[config.mk]
export PLATFORM = sky130hd
export DESIGN_NAME = sequence_playback_flat
export DESIGN_NICKNAME = d
export VERILOG_FILES = /design/src/rtl/sequence_playback_if.sv /design/src/rtl/sequence_playback.sv /design/src/flat_wrapper.sv
export SDC_FILE = /design/constraint.sdc
export NUM_CORES = 1
export LEC_CHECK = 0
export CORE_ASPECT_RATIO = 0.7
export CORE_MARGIN = 4
export CORE_UTILIZATION = 52
export DETAILED_ROUTE_END_ITERATION = 16
export PLACE_DENSITY_LB_ADDON = 0.1
export SKIP_CTS_REPAIR_TIMING = 1
export SYNTH_ARGS = -nofsm -noshare
export SYNTH_HDL_FRONTEND = slang
export SYNTH_SLANG_ARGS = --single-unit
export TNS_END_PERCENT = 20
[constraint.sdc]
create_clock -name clk -period 2.6 [get_ports clk]
set_clock_uncertainty 0.2 [all_clocks]
set_input_delay 0.65 -clock clk [delete_from_list [all_inputs] [get_ports clk]]
set_output_delay 0.65 -clock clk [all_outputs]
set_load 0.02 [all_outputs]
[src/rtl/sequence_playback_if.sv]
// Read-side BRAM mux port: ownership handshake plus address/data/wren/q.
// The playback block uses the master view; the mux or memory uses the slave view.
interface sequence_playback_if;
    logic       mem_req;
    logic       mem_grant;
    logic [4:0] address;
    logic [3:0] data;
    logic       wren;
    logic [3:0] q;

    modport master (
        output mem_req, address, data, wren,
        input  mem_grant, q
    );

    modport slave (
        input  mem_req, address, data, wren,
        output mem_grant, q
    );
endinterface

[src/rtl/sequence_playback.sv]
// Plays the stored colour sequence one symbol at a time with on/off timing.
// Optional PLAYBACK_ABORT_EN adds an abort input that returns to IDLE at once.
module sequence_playback #(
    parameter int ON_CYCLES    = 25000000,
    parameter int OFF_CYCLES   = 12500000,
    parameter int READ_LATENCY = 1
) (
    input  logic        clk,
    input  logic        reset,
    input  logic        start,
    input  logic [5:0]  length,
`ifdef PLAYBACK_ABORT_EN
    input  logic        abort,
`endif
    sequence_playback_if.master mem,
    output logic [3:0]  symbol,
    output logic        symbol_valid,
    output logic        busy,
    output logic        done
);

    localparam int MAX_CYC = (ON_CYCLES > OFF_CYCLES) ? ON_CYCLES : OFF_CYCLES;
    localparam int CW      = $clog2(MAX_CYC + 1);

    typedef enum logic [2:0] {
        IDLE, REQ, ADDR, WAIT, SHOW, GAP, FIN
    } state_t;

    state_t          state, state_n;
    logic [4:0]      index, index_n;
    logic [5:0]      len, len_n;
    logic [CW-1:0]   cnt, cnt_n;
    logic [1:0]      wcnt, wcnt_n;
    logic [3:0]      sym, sym_n;
    logic            stop;
    logic            last;

`ifdef PLAYBACK_ABORT_EN
    assign stop = abort;
`else
    assign stop = 1'b0;
`endif

    assign last         = ({1'b0, index} == (len - 6'd1));
    assign mem.data     = 4'd0;
    assign mem.wren     = 1'b0;
    assign symbol       = sym;
    assign symbol_valid = (state == SHOW);
    assign busy         = (state != IDLE);

    always_ff @(posedge clk) begin
        if (reset) begin
            state <= IDLE;
            index <= '0;
            len   <= '0;
            cnt   <= '0;
            wcnt  <= '0;
            sym   <= '0;
        end else begin
            state <= state_n;
            index <= index_n;
            len   <= len_n;
            cnt   <= cnt_n;
            wcnt  <= wcnt_n;
            sym   <= sym_n;
        end
    end

    always_comb begin
        state_n     = state;
        index_n     = index;
        len_n       = len;
        cnt_n       = cnt;
        wcnt_n      = wcnt;
        sym_n       = sym;
        mem.mem_req = 1'b0;
        mem.address = '0;
        done        = 1'b0;

        unique case (state)
            IDLE: begin
                if (start && !stop) begin
                    len_n   = (length > 6'd32) ? 6'd32 : length;
                    index_n = '0;
                    state_n = (length == 6'd0) ? FIN : REQ;
                end
            end
            REQ: begin
                mem.mem_req = 1'b1;
                if (mem.mem_grant)
                    state_n = ADDR;
            end
            ADDR: begin
                mem.mem_req = 1'b1;
                mem.address = index;
                if (!mem.mem_grant) begin
                    state_n = REQ;
                end else begin
                    wcnt_n  = 2'(READ_LATENCY);
                    state_n = WAIT;
                end
            end
            WAIT: begin
                mem.mem_req = 1'b1;
                mem.address = index;
                // A grant loss on the capture cycle still discards the read.
                if (!mem.mem_grant) begin
                    state_n = REQ;
                end else if (wcnt == 2'd1) begin
                    sym_n   = mem.q;
                    cnt_n   = CW'(ON_CYCLES - 1);
                    state_n = SHOW;
                end else begin
                    wcnt_n = wcnt - 2'd1;
                end
            end
            SHOW: begin
                if (cnt == '0) begin
                    sym_n   = '0;
                    cnt_n   = CW'(OFF_CYCLES - 1);
                    state_n = GAP;
                end else begin
                    cnt_n = cnt - 1'b1;
                end
            end
            GAP: begin
                if (cnt == '0) begin
                    if (last) begin
                        state_n = FIN;
                    end else begin
                        index_n = index + 5'd1;
                        state_n = REQ;
                    end
                end else begin
                    cnt_n = cnt - 1'b1;
                end
            end
            FIN: begin
                done    = 1'b1;
                state_n = IDLE;
            end
            default: state_n = IDLE;
        endcase

        if (stop && state != IDLE) begin
            state_n = IDLE;
            sym_n   = '0;
        end
    end

endmodule
[src/flat_wrapper.sv]
// flat-port wrapper written by rule: the top's interface ports become plain ports
module sequence_playback_flat 
#(
    parameter int ON_CYCLES    = 25000000,
    parameter int OFF_CYCLES   = 12500000,
    parameter int READ_LATENCY = 1
)
  (clk, reset, start, length, symbol, symbol_valid, busy, done, mem_mem_req, mem_address, mem_data, mem_wren, mem_mem_grant, mem_q);
  sequence_playback_if mem_i ();
  input  logic clk;
  input  logic reset;
  input  logic start;
  input  logic [5:0] length;
  output logic [3:0] symbol;
  output logic symbol_valid;
  output logic busy;
  output logic done;
  output wire logic [$bits(mem_i.mem_req)-1:0] mem_mem_req;
  output wire logic [$bits(mem_i.address)-1:0] mem_address;
  output wire logic [$bits(mem_i.data)-1:0] mem_data;
  output wire logic [$bits(mem_i.wren)-1:0] mem_wren;
  input wire logic [$bits(mem_i.mem_grant)-1:0] mem_mem_grant;
  input wire logic [$bits(mem_i.q)-1:0] mem_q;
  assign mem_mem_req = mem_i.mem_req;
  assign mem_address = mem_i.address;
  assign mem_data = mem_i.data;
  assign mem_wren = mem_i.wren;
  assign mem_i.mem_grant = mem_mem_grant;
  assign mem_i.q = mem_q;
  sequence_playback #(.ON_CYCLES(ON_CYCLES), .OFF_CYCLES(OFF_CYCLES), .READ_LATENCY(READ_LATENCY)) u_core (.clk(clk), .reset(reset), .start(start), .length(length), .mem(mem_i), .symbol(symbol), .symbol_valid(symbol_valid), .busy(busy), .done(done));
endmodule
# Yosys cells after proc, flatten, opt, wreduce, memory -nomap -nowiden
# Index checks and enable logic that the tools add are counted.
# Widths: inputs -> output; s select.
totals:
  reg_bits: 45
  in_bits: 14
  out_inout_bits: 18
  wordCells: 77
classes:
  add_sub_neg: 4
  order_cmp: 1
  eq_ne: 19
  mux: 31
  n_reduce_logical: 16
ops:
  columns: ["operator", "n"]
  rows:
  - ["$mux 25", 4]
  - ["$pmux 25 s3", 1]
  - ["$logic_not 25->1", 1]
  - ["$sub 25x1->25 const B", 1]
  - ["$mux 3", 8]
  - ["$mux 5", 4]
  - ["$pmux 3 s6", 1]
  - ["$reduce_and 4->1", 4]
  - ["$ne 2x2->1 const B", 7]
  - ["$mux 4", 3]
  - ["$pmux 5 s2", 1]
  - ["$eq 3x3->1 const B", 3]
  - ["$mux 2", 4]
  - ["$pmux 4 s2", 1]
  - ["$eq 3x2->1 const B", 2]
  - ["$eq 5x6->1", 1]
  - ["$gt 6x6->1 const B", 1]
  - ["$logic_not 6->1", 1]
  - ["$mux 6", 1]
  - ["$ne 2x1->1 const B", 3]
  - ["$reduce_bool 2->1", 3]
  - ["$reduce_bool 3->1", 2]
  - ["$sub 6x1->6 const B", 1]
  - ["$add 5x1->5 const B", 1]
  - ["11 further kinds", 12]

# Depth between registers and ports, before layout
depth:
  ltp_word: 5
  depth_mapped: 9
  mapped_depth_nobuf: 7

# Worst setup path before layout
# No wires, ideal clock.
synth_path:
  path_type: "reg2reg"
  start: "reg u_core.cnt[0]"
  end: "reg u_core.index[0]"
  setup_time_ns: 0.121
  arrival_ns: 2.001
  required_time_ns: 2.279
  slack_ns: 0.278
  stages_incl_launch_ff: 9
  n_path_buf: 1
  synth_period_minus_slack_ns: 2.322
  cell_sequence: "dfxtp_1 -> inv_1 -> ha_1 -> nor4b_1 -> and4_1 -> buf_2 -> nand2_1 -> a21oi_1 -> mux2_2"
synth_between:
  elab_chain_len: 3
synth_rtl:
  columns: ["item", "line", "text"]
  rows:
  - ["start, declared", "sequence_playback.sv:32", "logic [CW-1:0] cnt, cnt_n;"]
  - ["start signal, assigned", "sequence_playback.sv:63", "cnt <= cnt_n;"]
  - ["$logic_not 25->1", "sequence_playback.sv:127", "if (cnt == '0) begin"]
  - ["$ne 2x1->1 (no line)", null, null]
  - ["$reduce_and 4->1 (no line)", null, null]
  - ["end signal, assigned", "sequence_playback.sv:61", "index <= index_n;"]
  - ["end, declared", "sequence_playback.sv:30", "logic [4:0] index, index_n;"]
# No other way between the ends.
# A chain may end at the register's enable or synchronous reset.

# Final worst setup path
layout_path:
  start: "reg u_core.state[2]"
  end: "out busy"
layout_between:
  elab_chain_len: 1
layout_rtl:
  columns: ["item", "line", "text"]
  rows:
  - ["start, declared", "sequence_playback.sv:29", "state_t state, state_n;"]
  - ["start signal, assigned", "sequence_playback.sv:60", "state <= state_n;"]
  - ["$reduce_bool 3->1", "sequence_playback.sv:49", "assign busy = (state != IDLE);"]
  - ["end, declared", "flat_wrapper.sv:16", "output logic busy;"]
# No other way between the ends.

==> run summary <==
The number of warnings reported in the yosys synthesis log was 0. Compared with the post-synthesis result, the final layout area differs by 21.4%. The logs give 67 for the number of distinct library cell variants in the gate-level netlist after synthesis and 3350 µm² for the cell area after placement.

The logs give 2 for the maximum level of the CTS H-tree and 5 for the number of buffers created by CTS. For the number of failing setup endpoints in the final timing report, the log shows 0. Startpoint of the tightest hold check path: u_core.symbol[0]$_SDFFE_PP0P_. In the global route stage, met1 resource usage came out at 40.1%. Combinational cells account for 31.2% of the total power. Of the total power, registers draw 44.7%.

The tools report the leakage power of the design as 1.35 nW. The period utilization is 99.2%, and the proportion of power drawn by the clock network is 24.0%. For this run the aggregate overflow at the end of global routing stands at 0. Initial DRC count: 315.

Hold timing on the final database bottoms out at a slack of 266 ps. The count of antenna diodes in the layout was 0. The flow ran to the end, and the final reports show no timing, DRC or antenna violations.

The I/O pin total is 32, and the y dimension of the die is 69.8 µm. The logs give 2593 for the via count of the first global-routing pass and 1730 ps for the critical path arrival. After detailed routing, the total wire length is 8080 µm. Static timing analysis puts the maximum clock frequency at 388 MHz. The standard cell with the maximum stage delay on the critical path was sky130_fd_sc_hd__clkdlybuf4s50_1.

The critical path contains buffers and inverters numbering 3 combined. Cell internal power was estimated by the tool at 1.13 mW. The dominant synthesized flop cell was sky130_fd_sc_hd__dfxtp_1. The clock passes through at most 2 buffers. The share of final-layout standard cells stronger than drive strength 1 was 15.5%; the initial antenna violation count was 0. In this run the clock root is driven by a sky130_fd_sc_hd__clkbuf_8. The fraction of registers with async set or reset after synthesis is 0%, and the total routing usage reported by global routing is 24.3%. Of all cell types, the one taking the most synthesized area is sky130_fd_sc_hd__dfxtp_1. The post-route minimum period works out to 2580 ps.

For the pin with the worst max-slew slack, the measured transition is 591 ps. The die is 96.4 µm wide. In this design, the stage delay of the slowest critical-path cell is 600 ps. VDD sags by at most 0.000364 V. The effective utilization at floorplan came out at 54.0%. The placed wire-length estimate was 6100 µm; the number of buffers inserted by port buffering was 26. The signal on the critical path passes through buf_4 > nor3_2 > inv_1 > clkdlybuf4s50_1. The global routing stage identified its most utilized layer as met1. The critical path is of the register to output pin type. Synthesis produced 363 cells.

The tools report the endpoint type of the worst setup path as an output pin. After synthesis, the largest area contributor takes up 31.7% of total cell area. The first global-routing pass estimated 13100 µm of wire.

The floorplan has 22 rows. The maximum fanout along the worst path was 12; the post-route DRC violation count was 0. After floorplanning, the core was sized to cover 5260 µm². Global routing consumed, on the met3 layer, 5.75% of the routing resources. Grouping stages by cell kind, the critical path spends the most delay in buffers and inverters. The per-instance average area after synthesis was 7.83 µm². The floorplan step defined a die boundary enclosing 6730 µm². The pre-antenna-repair detailed-routing pass consisted of 5 iterations. Dominant cell by count in the synthesized netlist: sky130_fd_sc_hd__dfxtp_1. Summed over all nets, the switching power comes to 0.585 mW. The tools report the hold violation count in the final report as 0.

In the post-synthesis netlist, the biggest area contributors are sky130_fd_sc_hd__dfxtp_1 32%, sky130_fd_sc_hd__nand2_1 4.8%, sky130_fd_sc_hd__a21oi_1 4.4%. The worst setup path startpoint is u_core.state[2]$_SDFFE_PP0P_. The count of pins over their slew limit is 0. The later pin in the worst-skew pair is clocked with a latency of 300 ps.

The count of flip-flops with a built-in enable after synthesis is 0. Fill cells in the final layout number 459. The run gives 1.03 as the placer congestion estimate. Entering global routing, the biggest net connects 23 pins. TritonCTS built the clock tree. The routed layout has 2969 vias. For this run, global-route usage on met2 was measured as 30.9%.

The tools report the kind of launch point of the worst setup path as a register. The post-synthesis register bit count was 45; the cell area after layout was 3450 µm². Sequential elements use 31.7% of the synthesized area. For the total standard cell area after synthesis, the log shows 2840 µm².

The power density relative to cell area was 497 nW/µm². The count of nets left with antenna violations once routing finished came out at 0. Data required time of the critical path: 1750 ps. Setup repair after global routing could not meet its margin everywhere.

Max-slew headroom at the worst pin: 60.4%. Clock tree synthesis found a total of 45 sinks. The tightest min-delay check is of the register to register type.

Max-cap violations in this run came to 0. Dividing the detail-routed wire length by the instance count gives 16.7 µm. The startpoint identified for the worst register-to-register timing path is u_core.cnt[0]$_SDFFE_PP0P_.

Clock-pin slew was measured on the worst setup and hold paths at 80 ps. By count the netlist is led by 45 x sky130_fd_sc_hd__dfxtp_1, 36 x sky130_fd_sc_hd__nand2_1, 25 x sky130_fd_sc_hd__a21oi_1. The number of nets in the layout was 431; the via density per instance was 6.13. The fraction of power spent switching nets is 34.1%.
==> cell usage in the layout, fill, tap and decap left out, types with 3 or more instances in the layout <==
cell	Yosys	routed
sky130_fd_sc_hd__xor2_1	4	4
sky130_fd_sc_hd__buf_4	6	36
sky130_fd_sc_hd__o21ai_0	10	10
sky130_fd_sc_hd__inv_1	12	12
sky130_fd_sc_hd__o32ai_1	3	3
sky130_fd_sc_hd__conb_1	1	5
sky130_fd_sc_hd__mux2i_1	4	4
sky130_fd_sc_hd__nand4_1	6	6
sky130_fd_sc_hd__ha_1	4	4
sky130_fd_sc_hd__a22oi_1	3	3
sky130_fd_sc_hd__dfxtp_1	45	44
sky130_fd_sc_hd__nand3b_1	7	7
sky130_fd_sc_hd__a21oi_1	25	25
sky130_fd_sc_hd__a211oi_1	3	3
sky130_fd_sc_hd__clkdlybuf4s50_1	0	24
sky130_fd_sc_hd__o21a_1	3	3
sky130_fd_sc_hd__o31ai_1	7	7
sky130_fd_sc_hd__clkbuf_8	2	5
sky130_fd_sc_hd__a311oi_1	3	3
sky130_fd_sc_hd__nor2_1	23	23
sky130_fd_sc_hd__o21ai_1	3	3
sky130_fd_sc_hd__or4_1	8	8
sky130_fd_sc_hd__and3_1	3	3
sky130_fd_sc_hd__or3_1	11	11
sky130_fd_sc_hd__nand2_1	36	36
sky130_fd_sc_hd__xnor2_1	4	4
sky130_fd_sc_hd__nor3_1	16	15
sky130_fd_sc_hd__mux2_2	3	3
sky130_fd_sc_hd__a31oi_1	13	12
sky130_fd_sc_hd__and2_1	10	9
sky130_fd_sc_hd__nor4_1	6	6
sky130_fd_sc_hd__nand3_1	22	22
==> per-stage QoR <==
step	power [mW]	util (%)	worst slack, ps	cells	TNS (ps)
finish	1.71	65.6	20.3	484	0
global route	1.80	65.6	-31.0	484	-31.0
CTS	1.70	65.1	-104	484	-421
detailed placement	1.29	63.7	-55.4	478	-202
global placement	1.28	63.7	-19.8	478	-46.1
floorplan	1.12	-	278	367	0
==> per-layer routing <==
| metal | up-vias | wire length [µm] |
|---|---|---|
| met4 | 0 | 97 |
| li1 | 1445 | - |
| met1 | 1378 | 4100 |
| met3 | 15 | 731 |
| met5 | - | 0 |
| met2 | 131 | 3160 |
==> registers in the layout (all words and copies together) (netlist names) <==
signal         cells
u_core.wcnt        2
u_core.state       3
u_core.symbol      4
u_core.index       5
u_core.len         6
u_core.cnt        25
==> layout make-up <==
class                      count  area, µm²  share of cell area, %
sequential                    45        902                   26.1
clock buffer                   5       68.8                   1.99
multi-input combinational    286       1780                   51.7
inverter                      12       45.0                   1.31
clock inverter                 1       5.00                  0.145
timing repair buffer          63        556                   16.1
tap                           72       90.1                   2.61
==> kinds of logic after synthesis <==
group           synth area share [%]
mux                             2.60
flops                           31.7
simple gates                    33.0
other cells                    0.132
buf+inv                         6.74
xor+xnor                        2.47
fa+ha+maj                       1.76
compound gates                  21.6
==> worst paths after layout <==
check,endpoint,slack [ps],cells past startpoint
setup reg to reg,u_core.state[0]$_SDFFE_PP0P_,200,7
hold / removal,u_core.symbol[0]$_SDFFE_PP0P_,270,2
setup / recovery,busy,20,4
hold reg to reg,u_core.symbol[0]$_SDFFE_PP0P_,270,2
==> power by group through the flow <==
| stage | Combinational (mW) | Clock (mW) | Sequential [mW] |
|---|---|---|---|
| 3_5_place_dp | 0.516 | 0 | 0.779 |
| 2_1_floorplan | 0.365 | 0 | 0.752 |
| 6_report | 0.535 | 0.412 | 0.767 |
| 4_1_cts | 0.519 | 0.418 | 0.763 |
| 5_1_grt | 0.575 | 0.452 | 0.774 |
| 3_3_place_gp | 0.506 | 0 | 0.778 |
==> tightest hold or removal path, delay by kind of cell, from the launching register on <==
kind,cells,cell delay [ps]
AND/OR/NAND/NOR,1,60
AO/OA/AOI/OAI,1,50
flip-flops,1,310
Power figures use the tool's default switching activity.
==> RTL change (same settings) <==
`ON_CYCLES` is set to 25000000 in 2 places; all go to 50000000.
--- a/src/rtl/sequence_playback.sv
+++ b/src/rtl/sequence_playback.sv
@@ -1,7 +1,7 @@
 // Plays the stored colour sequence one symbol at a time with on/off timing.
 // Optional PLAYBACK_ABORT_EN adds an abort input that returns to IDLE at once.
 module sequence_playback #(
-    parameter int ON_CYCLES    = 25000000,
+    parameter int ON_CYCLES    = 50000000,
     parameter int OFF_CYCLES   = 12500000,
     parameter int READ_LATENCY = 1
 ) (
--- a/src/flat_wrapper.sv
+++ b/src/flat_wrapper.sv
@@ -1,7 +1,7 @@
 // flat-port wrapper written by rule: the top's interface ports become plain ports
 module sequence_playback_flat 
 #(
-    parameter int ON_CYCLES    = 25000000,
+    parameter int ON_CYCLES    = 50000000,
     parameter int OFF_CYCLES   = 12500000,
     parameter int READ_LATENCY = 1
 )
Formal check against the unedited RTL: no difference found for any inputs over 10 cycles, from zero or initial values and one cycle with reset high; that may be too few to reach the edited logic, so the function may still have changed.
==> RTL change against the original RTL <==
- combinational power shrank 47%
- worst setup slack better by 0.033 ns
- sequential cell count increased by 1
- largest power group unchanged
- wire length increased by 3.9%
- synthesized area is 3.1% higher
- total power fell by 14%
- global-route usage increased by 0.25 points
- cell area grew 5.6%
==> RTL change: results (changes against the original RTL) <==
Hold WS - 0.258 ns (was 0.266 ns)
Worst rel slew slack - 0.407 (was 0.604)
CP max stage delay - 0.56 ns (was 0.60 ns)
LEAKAGE - 1.49 nW (was 1.35 nW)
Nets - 440 (was 431)
GR Util All Layers - 0.246 (was 0.243)
Worst R2R Start - u_core.cnt[0] (unchanged)
CTS buffer count - 5 (unchanged)
First-pass GRT wire length - 14.0 mm (was 13.1 mm)
Drt pass-1 iters - 4 (was 5)
Slowest-stage cell, CP - a31oi_2 (was clkdlybuf4s50_1)
Reg2reg end - u_core.cnt[10] (was u_core.state[0])
Setup slack, reg-to-reg - 0.05 ns (was 0.20 ns)
Share of layout cells above drive strength 1 - 0.178 (was 0.155)
Largest net degree at the start of global routing - 27 (was 23)
Vias in the first global route - 2883 (was 2593)
Top delay family on crit path - compound AO/OA/AOI/OAI gates (was buffers and inverters)
Outcome - finished, final reports clean (unchanged)
Initial DRC count - 236 (was 315)
Synth area leaders - dfxtp_1 31%, or4_1 4.6%, a21oi_1 4.1%, nand2_1 3.8%, nor3_1 3.8% (was dfxtp_1 32%, nand2_1 4.8%, a21oi_1 4.4%, nand3_1 3.9%, nor2_1 3.0%)
Clock latency on the worst-skew pair - 0.31 ns
CTS Buffer Depth - 2 (unchanged)
Post-synthesis async set-or-reset flop share - 0 (unchanged)
Gpl congestion - 0.928 (was 1.03)
Initial antenna violation count - 0 (unchanged)
Hold Path End - u_core.symbol[2] (was u_core.symbol[0])
Arr. time, crit path - 2.53 ns (was 1.73 ns)
HP Start - u_core.symbol[2] (was u_core.symbol[0])
Syn avg cell area - 8.14 um2 (was 7.83 um2)
Root buf cell - clkbuf_8 (unchanged)
Clk pin slew, worst setup/hold paths - 0.09 ns
ANT cells - 0 (unchanged)
Register-to-Register Path Depth - 7 (unchanged)
DRC viols - 0 (unchanged)
IO Port Bufs - 26 (unchanged)
Drt wl/cell - 17.0 um (was 16.7 um)
Synth cell types - 63 (was 67)
Peak VDD IR - 0.000353 V (was 0.000364 V)
Hold WC Path Type - reg2reg (unchanged)
Vias/cell - 6.29 (was 6.13)
Final Non-Filler Cells - 494 (was 484)
CP Max Fanout - 12 (unchanged)
WHS Path Cells - 2 (unchanged)
Filler cells - 449 (was 459)
Max Cap Violations - 0 (unchanged)
Biggest regs - u_core.cnt: 26 flops, u_core.len: 6 flops, u_core.index: 5 flops (was u_core.cnt: 25 flops, u_core.len: 6 flops, u_core.index: 5 flops)
CTS H-tree depth - 2 (unchanged)
Synth warn - 0 (unchanged)
Sequential area share after synthesis - 0.314 (was 0.317)
DP Wirelength - 6.31 mm (was 6.10 mm)
Synth top cells by count - 46 x dfxtp_1, 30 x nand2_1, 24 x a21oi_1, 22 x nor3_1, 19 x clkbuf_1 (was 45 x dfxtp_1, 36 x nand2_1, 25 x a21oi_1, 23 x nor2_1, 22 x nand3_1)
-- RTL change: cell types whose count changed in the layout (fill, tap and decap cells not counted), moves of 7 or more --
cell,unedited run,this run
nand3_1,22,8
buf_4,36,51
or4_1,8,17
a211oi_1,3,10
nor3_1,15,22
-- RTL change: layout make-up --
class,count,area [um2],area share
Clock buffer,7,86.3,0.0237
Sequential cell,46,921,0.253
Timing Repair Buffer,78,671,0.184
Tap cell,72,90.1,0.0247
Clock inverter,1,5.00,0.00137
Multi-Input combinational cell,281,1840,0.504
Inverter,9,33.8,0.00927
-- RTL change: logic make-up after synthesis --
kind of cell,after synthesis,synth area share
flops,46,0.314
simple gates,162,0.326
other cells,1,0.00128
fa+ha+maj,5,0.0214
compound gates,95,0.223
xor+xnor,6,0.0179
buf+inv,37,0.0679
mux,8,0.0282
-- RTL change: worst min-delay path, stage by stage (launching register included) --
cell,delay [ns]
dfxtp_1,0.32
nand2_1,0.05
a21oi_1,0.05
-- RTL change: layer usage --
layer  GRT usage  vias to the layer above  routed length (um)
met5           0                        -                   0
met4      0.0584                        0                  91
met3      0.0631                       12                 719
met2       0.357                      131                3380
met1       0.363                     1470                4210
li1            -                     1493                   -
-- RTL change: worst max-delay path by stage --
stage / from / slack [ns] / endpoint
after global placement: start / -0.08 / u_core.index[4]
after detailed placement: start / -0.10 / u_core.index[4]
after CTS: u_core.state[2] / -0.1 / mem_address[4]
final: u_core.cnt[0] / 0.05 / u_core.cnt[10]
after floorplan: u_core.cnt[20] / 0.16 / u_core.index[0]
after global routing: u_core.cnt[12] / -0.03 / u_core.cnt[13]
-- RTL change: power breakdown --
part	total [mW]	switching (mW)	internal, mW
combinational	0.282	0.155	0.128
sequential	0.728	0.0114	0.716
clock	0.469	0.254	0.215
-- RTL change: per-stage QoR --
step | area [um2] | setup WS [ns]
after floorplan | 2940 | 0.162
after global placement | 3530 | -0.0832
after detailed placement | 3530 | -0.101
after CTS | 3620 | -0.0974
after global routing | 3640 | -0.0269
final | 3640 | 0.0531
